$ cat config.mk
export PLATFORM = sky130hd
export DESIGN_NAME = fpu_add_arbiter
export DESIGN_NICKNAME = d
export VERILOG_FILES = /design/src/rtl/fpu_add_arbiter.sv
export SDC_FILE = /design/constraint.sdc
export NUM_CORES = 1
export LEC_CHECK = 0
export ABC_AREA = 1
export CAP_MARGIN = 20
export CELL_PAD_IN_SITES_DETAIL_PLACEMENT = 2
export CELL_PAD_IN_SITES_GLOBAL_PLACEMENT = 2
export CORE_MARGIN = 5
export CORE_UTILIZATION = 28
export DETAILED_ROUTE_END_ITERATION = 16
export PLACE_DENSITY_LB_ADDON = 0.15
export SLEW_MARGIN = 30
export SYNTH_ARGS = -nofsm -noshare
export SYNTH_HDL_FRONTEND = slang
export SYNTH_SLANG_ARGS = --single-unit
$ cat constraint.sdc
create_clock -name clk_i -period 4.4 [get_ports clk_i]
set_input_delay 0.88 -clock clk_i [delete_from_list [all_inputs] [get_ports clk_i]]
set_output_delay 0.88 -clock clk_i [all_outputs]
set_load 0.01 [all_outputs]
$ cat src/rtl/fpu_add_arbiter.sv
// Round-robin arbiter sharing one fixed-latency pipelined FP adder between NUM_REQ requesters,
// with in-order, credit-protected result return. Optional FPU_ARB_PERF_EN adds grant counters.
module fpu_add_arbiter #(
  parameter int unsigned NUM_REQ    = 2,
  parameter int unsigned PIPE_LAT   = 3,
  parameter int unsigned FIFO_DEPTH = 4
) (
  input  logic                    clk_i,
  input  logic                    rst_i,
  input  logic [NUM_REQ-1:0]      req_valid_i,
  output logic [NUM_REQ-1:0]      req_ready_o,
  input  logic [NUM_REQ*32-1:0]   req_a_i,
  input  logic [NUM_REQ*32-1:0]   req_b_i,
  output logic                    add_valid_o,
  output logic [31:0]             add_a_o,
  output logic [31:0]             add_b_o,
  input  logic                    add_valid_i,
  input  logic [31:0]             add_res_i,
  output logic [NUM_REQ-1:0]      resp_valid_o,
  input  logic [NUM_REQ-1:0]      resp_ready_i,
  output logic [31:0]             resp_res_o,
  output logic                    err_o
`ifdef FPU_ARB_PERF_EN
  ,
  output logic [NUM_REQ*16-1:0]   perf_grant_cnt_o
`endif
);

  localparam int unsigned FpW = 32;
  localparam int unsigned IdW = (NUM_REQ > 1) ? $clog2(NUM_REQ) : 1;
  localparam int unsigned AW  = $clog2(FIFO_DEPTH);
  localparam int unsigned CW  = AW + 1;

  logic [IdW-1:0] rr_ptr_q, rr_ptr_d;
  logic [CW-1:0]  used_q, used_d;
  logic           found, grant, credit_ok;
  logic [IdW-1:0] gnt_id;
  logic [FpW-1:0] sel_a, sel_b;

  logic [PIPE_LAT-1:0] tag_vld_q;
  logic [IdW-1:0]      tag_id_q [PIPE_LAT];
  logic                push, pop, fifo_empty;
  logic [IdW-1:0]      head_id;

  logic [FpW-1:0] fifo_res_q [FIFO_DEPTH];
  logic [IdW-1:0] fifo_id_q  [FIFO_DEPTH];
  logic [AW-1:0]  wr_ptr_q, rd_ptr_q;
  logic [CW-1:0]  count_q, count_d;
  logic           err_q;

  // Round-robin scan: first pass covers rr_ptr..NUM_REQ-1, second pass wraps to 0.
  always_comb begin
    found  = 1'b0;
    gnt_id = '0;
    sel_a  = '0;
    sel_b  = '0;
    for (int j = 0; j < NUM_REQ; j++) begin
      if (!found && req_valid_i[j] && (j >= int'(rr_ptr_q))) begin
        found  = 1'b1;
        gnt_id = IdW'(j);
        sel_a  = req_a_i[j*FpW +: FpW];
        sel_b  = req_b_i[j*FpW +: FpW];
      end
    end
    for (int j = 0; j < NUM_REQ; j++) begin
      if (!found && req_valid_i[j]) begin
        found  = 1'b1;
        gnt_id = IdW'(j);
        sel_a  = req_a_i[j*FpW +: FpW];
        sel_b  = req_b_i[j*FpW +: FpW];
      end
    end
  end

  // Credits count everything issued and not yet popped, so the FIFO can never overflow.
  assign credit_ok = (used_q < CW'(FIFO_DEPTH));
  assign grant     = found && credit_ok && !rst_i;

  always_comb begin
    req_ready_o = '0;
    if (grant) begin
      req_ready_o[gnt_id] = 1'b1;
    end
    add_valid_o = grant;
    add_a_o     = grant ? sel_a : '0;
    add_b_o     = grant ? sel_b : '0;
  end

  always_comb begin
    rr_ptr_d = rr_ptr_q;
    if (grant) begin
      rr_ptr_d = (gnt_id == IdW'(NUM_REQ - 1)) ? '0 : gnt_id + 1'b1;
    end
  end

  always_ff @(posedge clk_i or posedge rst_i) begin
    if (rst_i) begin
      tag_vld_q <= '0;
      for (int i = 0; i < PIPE_LAT; i++) begin
        tag_id_q[i] <= '0;
      end
    end else begin
      tag_vld_q[0] <= grant;
      tag_id_q[0]  <= gnt_id;
      for (int i = 1; i < PIPE_LAT; i++) begin
        tag_vld_q[i] <= tag_vld_q[i-1];
        tag_id_q[i]  <= tag_id_q[i-1];
      end
    end
  end

  // The tag line, not add_valid_i, decides what gets pushed; a disagreement is only flagged.
  assign push = tag_vld_q[PIPE_LAT-1];

  assign fifo_empty = (count_q == '0);
  assign head_id    = fifo_id_q[rd_ptr_q];

  always_comb begin
    resp_valid_o = '0;
    for (int j = 0; j < NUM_REQ; j++) begin
      resp_valid_o[j] = !fifo_empty && (head_id == IdW'(j));
    end
    resp_res_o = fifo_empty ? '0 : fifo_res_q[rd_ptr_q];
  end

  assign pop = |(resp_valid_o & resp_ready_i);

  always_comb begin
    count_d = count_q;
    if (push && !pop) begin
      count_d = count_q + CW'(1);
    end else if (pop && !push) begin
      count_d = count_q - CW'(1);
    end
    used_d = used_q;
    if (grant && !pop) begin
      used_d = used_q + CW'(1);
    end else if (pop && !grant) begin
      used_d = used_q - CW'(1);
    end
  end

  always_ff @(posedge clk_i) begin
    if (push) begin
      fifo_res_q[wr_ptr_q] <= add_res_i;
      fifo_id_q[wr_ptr_q]  <= tag_id_q[PIPE_LAT-1];
    end
  end

  always_ff @(posedge clk_i or posedge rst_i) begin
    if (rst_i) begin
      rr_ptr_q <= '0;
      used_q   <= '0;
      wr_ptr_q <= '0;
      rd_ptr_q <= '0;
      count_q  <= '0;
      err_q    <= 1'b0;
    end else begin
      rr_ptr_q <= rr_ptr_d;
      used_q   <= used_d;
      count_q  <= count_d;
      if (push) begin
        wr_ptr_q <= wr_ptr_q + 1'b1;
      end
      if (pop) begin
        rd_ptr_q <= rd_ptr_q + 1'b1;
      end
      if (add_valid_i != push) begin
        err_q <= 1'b1;
      end
    end
  end

  assign err_o = err_q;

`ifdef FPU_ARB_PERF_EN
  logic [15:0] perf_cnt_q [NUM_REQ];

  always_ff @(posedge clk_i or posedge rst_i) begin
    if (rst_i) begin
      for (int j = 0; j < NUM_REQ; j++) begin
        perf_cnt_q[j] <= '0;
      end
    end else begin
      for (int j = 0; j < NUM_REQ; j++) begin
        if (req_ready_o[j] && (perf_cnt_q[j] != 16'hFFFF)) begin
          perf_cnt_q[j] <= perf_cnt_q[j] + 16'd1;
        end
      end
    end
  end

  always_comb begin
    perf_grant_cnt_o = '0;
    for (int j = 0; j < NUM_REQ; j++) begin
      perf_grant_cnt_o[j*16 +: 16] = perf_cnt_q[j];
    end
  end
`endif

endmodule

# Word-level counts from Yosys, hierarchy flattened
# Memories as Yosys holds them, arrays and structs flattened.
# Index checks and enable logic that the tools add are counted.
[word_totals]
regBits = 18
latchBits = 0
ramBits = 132
romBits = 0
input_bits = 167
output_inout_bits = 102
elab_cells = 79
memories = 2
[memory_table]
columns = ["name", "depth", "word_bits", "rd", "rd_ports_with_merged_regs", "wr", "line_no", "source"]
rows = [
  ["fifo_res_q", 4, 32, 1, 0, 1, "45", "logic [FpW-1:0] fifo_res_q [FIFO_DEPTH];"],
  ["fifo_id_q", 4, 1, 1, 0, 1, "46", "logic [IdW-1:0] fifo_id_q [FIFO_DEPTH];"],
]
[classes]
n_addsub = 7
multipliers = 0
div = 0
magnitude_cmp = 4
n_eq_ne = 1
shifts = 0
n_mux = 28
n_bitwise = 2
reduce_logical = 25
[op_table]
columns = ["op", "count"]
rows = [
  ["$mux W32", 11],
  ["$logic_and A1 B1 Y1", 13],
  ["$mux W3", 4],
  ["$mux W1", 11],
  ["$logic_not A1 Y1", 8],
  ["$add A3 B1 Y3 const B", 2],
  ["$sub A3 B1 Y3 const B", 2],
  ["$add A2 B1 Y2 const B", 2],
  ["$reduce_bool A2 Y1", 2],
  ["$logic_not A3 Y1", 1],
  ["$lt A3 B3 Y1 const B", 1],
  ["$and A2 B2 Y2", 1],
  ["$lt A1 B2 Y1 const B", 1],
  ["$mux W2", 1],
  ["$reduce_or A2 Y1", 1],
  ["$add A1 B1 Y1 const B", 1],
  ["$demux W1 S1", 1],
  ["$ge A1 B1 Y1 const A", 1],
  ["$ge A1 B1 Y1 const B", 1],
  ["$ne A1 B1 Y1", 1],
  ["$not A1 Y1", 1],
]

# Depth between registers and ports, before layout
[depth]
word_depth = 18
depth_mapped = 15

# Worst setup path before layout
# No wires, ideal clock.
[synth_timing]
kind = "input port to output port"
startpoint = "input port req_valid_i[1]"
endpoint = "output port add_a_o[23]"
arrival_time_ps = 1735
required_time_ps = 3520
path_slack_ps = 1785
path_stages = 6
path_cell_list = "nor2_1 > nor3_4 > buf_4 > clkbuf_1 > nand3_1 > nand2_1"
[synth_via]
elab_chain_cells = 11
[synth_rtl]
columns = ["item", "line_no", "source"]
rows = [
  ["from (decl)", "10", "input logic [NUM_REQ-1:0] req_valid_i,"],
  ["$logic_and A1 B1 Y1", "58", "if (!found && req_valid_i[j] && (j >= int'(rr_ptr_q))) begin"],
  ["$mux W1", "58", ""],
  ["$logic_not A1 Y1", "66", "if (!found && req_valid_i[j]) begin"],
  ["$logic_and A1 B1 Y1", "66", ""],
  ["$mux W1", "66", ""],
  ["$logic_not A1 Y1", "66", ""],
  ["$logic_and A1 B1 Y1", "66", ""],
  ["$mux W1", "66", ""],
  ["$logic_and A1 B1 Y1 (2 in a row)", "77", "assign grant = found && credit_ok && !rst_i;"],
  ["$mux W32 (*)", "85", "add_a_o = grant ? sel_a : '0;"],
  ["to (decl)", "15", "output logic [31:0] add_a_o,"],
]
# Mark *: on every way between the ends. The rest lies on a longest branch, timed or not.

# Final worst setup path
[layout_timing]
startpoint = "input port req_valid_i[1]"
endpoint = "output port add_a_o[13]"
# Same word-level chain as after synthesis.

==> summary.json <==
{
  "floorplanning": {
    "dieWidth_um": 166,
    "floorplan.initialDensity_pct": 28.2,
    "dieHeight_um": 166,
    "die_area_um2": 27600,
    "std_cell_rows": 57,
    "core_area_um2": 24200,
    "boundaryPins": 269
  },
  "min_path": {
    "min_delay_path_depth": 0,
    "timing.hold.worst.start": "tag_vld_q[1]$_DFF_PP0_",
    "class_of_the_most_critical_hold_timing_path": "reg2reg"
  },
  "route": {
    "drtPass1Iterations": 4,
    "post-route-drc-count": 0,
    "wl_per_cell_um": 20.8,
    "route.detailed.vias_per_inst": 4.75,
    "drt-initial-drc-count": 262,
    "num_vias": 6084,
    "routed_wl_um": 26700,
    "final_antenna_net_count": 0
  },
  "yosys": {
    "yosysWarningCount": 0,
    "ys_seq_area_share_pct": 64.6,
    "synth_edf_count": 132,
    "synth_nets": 861,
    "ys_async_sr_fraction_pct": 12.0,
    "synth_flop_cell": "edfxtp_1",
    "synth_area_um2": 6830,
    "yosys_register_bits": 150,
    "yosys.area_share.xor_xnor_pct": 0.770,
    "synthAdderAreaFrac_pct": 1.69,
    "synthCells": 686,
    "ys_types": 23,
    "post_synthesis_share_of_cell_area_spent_on_and_or_nand_and_nor_gates_pct": 20.8,
    "muxShareOfSynthArea_pct": 0.330,
    "largest_family_of_logic_cells_by_synthesized_area": "simple AND/OR/NAND/NOR gates",
    "syn_avg_cell_area_um2": 9.95,
    "synth_compound_gate_area_share_pct": 7.82
  },
  "global_route": {
    "met1_usage_grt_pct": 20.3,
    "busiest_layer": "met2",
    "grt_first_pass_wirelength_um": 40700,
    "met2_usage_pct": 36.6,
    "first_global_vias": 7057,
    "grt_max_degree": 69,
    "grtUsageMet3_pct": 6.28,
    "grt_antenna_before_repair": 3,
    "grt-ovfl-total": 0,
    "grt.total_usage_pct": 19.1
  },
  "sta": {
    "setup_viol": 0,
    "timing.final.hold_violations": 0,
    "slew_viol_final": 0,
    "rsz_0062_raised_after_global_routing": "false",
    "finalWorstPathRequiredPeriod_ns": 3.97,
    "worst_pin_slew_ns": 0.774,
    "final.period_utilization_pct": 90.3,
    "relSlewSlack_pct": 48.4,
    "fin_hold_ws_ns": 0.349,
    "tns_ns": 0,
    "achievable-frequency_ghz": 0.252,
    "fin_worst_skew_ns": 0.0111
  },
  "setup_path": {
    "worst_setup_path_start_kind": "input pin",
    "timing_worst_setup_path_type": "in2out",
    "crit-reg2reg-launch": "rd_ptr_q[0]$_DFFE_PP0P_",
    "startpoint": "req_valid_i[1]",
    "path_max_fanout": 66,
    "r2r.worst_path.cells": 13,
    "required_ns": 3.52,
    "critPathCaptureType": "output port",
    "worst-endpoint-arrival_ns": 3.09
  },
  "clock_tree": {
    "insertion_delay_ns": 0.42,
    "tritoncts": "done",
    "clock_pin_slew_reported_for_the_worst_setup_and_hold_paths_after_clock_tree_synthesis_ns": 0.06,
    "clk_root_buffer_cell": "clkbuf_16",
    "cts_buffers": 17,
    "cts_max_level": 4,
    "holdBufCountCts": 0,
    "clkSinkCount": 150,
    "quantity_of_gates_resized_following_cts": 0,
    "maximum_number_of_buffers_from_clock_root_to_sink": 2,
    "post-cts-setup-buffers": 0
  },
  "final_layout": {
    "nets": 1116,
    "synthToLayoutAreaGrowth_pct": 53.1,
    "finish.cell_count_without_fillers": 1280,
    "drive_gt1_share_pct": 5.56
  },
  "pwr": {
    "static-leakage-power_nw": 3.90,
    "power-per-cell-area_nw_per_um2": 557,
    "worst_ir_drop_vdd_v": 0.000351
  },
  "run_status": {
    "run_status": "finished clean"
  },
  "flow_run": {
    "cap_viol_max_count": 0
  },
  "place": {
    "dp.cells": 1246,
    "place.detailed.hpwl_um": 19200,
    "finalWeightedCongestion": 0.772,
    "buffer_ports.inserted": 268
  }
}
worst paths after layout:
| kind | slack (ns) | to |
|---|---|---|
| min in group asynchronous | 0.99 | rr_ptr_q$_DFFE_PP0P_ |
| min | 0.35 | tag_vld_q[2]$_DFF_PP0_ |
| max | 0.43 | add_a_o[13] |
| max in group asynchronous | 2.90 | rd_ptr_q[0]$_DFFE_PP0P_ |
| min reg2reg | 0.35 | tag_vld_q[2]$_DFF_PP0_ |
| max reg2reg | 1.35 | count_q[2]$_DFFE_PP0P_ |
flip-flops by register name, summed over array words and instances (netlist names):
register and flops:
fifo_res_q 128, fifo_id_q 4, count_q 3, tag_id_q 3
tag_vld_q 3, used_q 3, rd_ptr_q 2, wr_ptr_q 2
err_o 1, rr_ptr_q 1
cells in the final DEF (no fill, tap or decap), types with 2 or more instances in the layout:
cell | Yosys | layout
nand3_1 | 69 | 69
diode_2 | 0 | 2
clkdlybuf4s50_1 | 0 | 268
inv_6 | 0 | 4
edfxtp_1 | 132 | 132
nand2_1 | 144 | 144
mux2_2 | 2 | 2
clkinvlp_4 | 0 | 2
clkbuf_16 | 0 | 17
xor2_1 | 3 | 3
clkinv_2 | 0 | 2
inv_2 | 1 | 3
bufinv_16 | 0 | 2
xnor2_1 | 3 | 3
dfrtp_1 | 18 | 17
a21oi_1 | 36 | 36
clkinv_4 | 0 | 3
o21ai_0 | 69 | 69
ha_1 | 6 | 6
inv_1 | 16 | 11
buf_4 | 5 | 11
fa_1 | 2 | 2
nor2_1 | 134 | 134
buf_12 | 0 | 3
clkinv_1 | 1 | 5
Yosys cell counts (4+ instances only):
library cell,number,share of area [%]
a21oi_1,36,2.6
buf_1,4,0.22
buf_2,11,0.81
buf_4,5,0.55
clkbuf_1,26,1.4
dfrtp_1,18,6.6
edfxtp_1,132,58
ha_1,6,1.1
inv_1,16,0.88
nand2_1,144,7.9
nand3_1,69,5.1
nor2_1,134,7.4
o21ai_0,69,5.1
metrics by stage:
step	setup WS [ns]	total power, mW	util, %	instance area [um2]
finish	0.427	5.83	43.2	10500
global route	0.259	6.18	43.2	10500
CTS	0.379	5.94	43.2	10400
detailed placement	0.390	4.49	40.8	9870
global placement	0.406	4.40	40.8	9870
floorplan	1.79	3.13	-	6830
critical path, cell delays in order:
cell	delay (ns)
clkdlybuf4s50_1	0.54
nor2_1	0.10
nor3_4	0.24
inv_2	0.09
nor2_4	0.11
buf_12	0.27
nand2_1	0.10
nand2_1	0.15
clkdlybuf4s50_1	0.57
per-layer routing:
layer | wire, um | up-vias
met5 | 13 | -
met4 | 116 | 2
met3 | 1720 | 13
met2 | 14800 | 179
met1 | 10000 | 3055
li1 | - | 2835
cell families after synthesis:
logic type                 after synthesis
buffers and inverters                   64
xor gates and xnor gates                 6
muxes                                    2
DFF                                    150
adders and majority gates                8
and+or+nand+nor                        350
AOI/OAI and AO/OA                      106
layout make-up:
cell class | instances | area (um2)
diodes | 2 | 5.00
clock buffers | 18 | 429
clock inverters | 14 | 149
fillers | 2558 | 13700
inverters | 18 | 68.8
multi-input cells | 472 | 2150
flip-flops and latches | 150 | 4420
well taps | 324 | 405
repair buffers | 282 | 2830
power by group:
part	internal [mW]	total, mW	switching (mW)
logic	1.12	2.55	1.43
registers	1.77	1.85	0.0869
clock network	0.839	1.42	0.584
No activity file was read; power rests on OpenSTA's default activity.
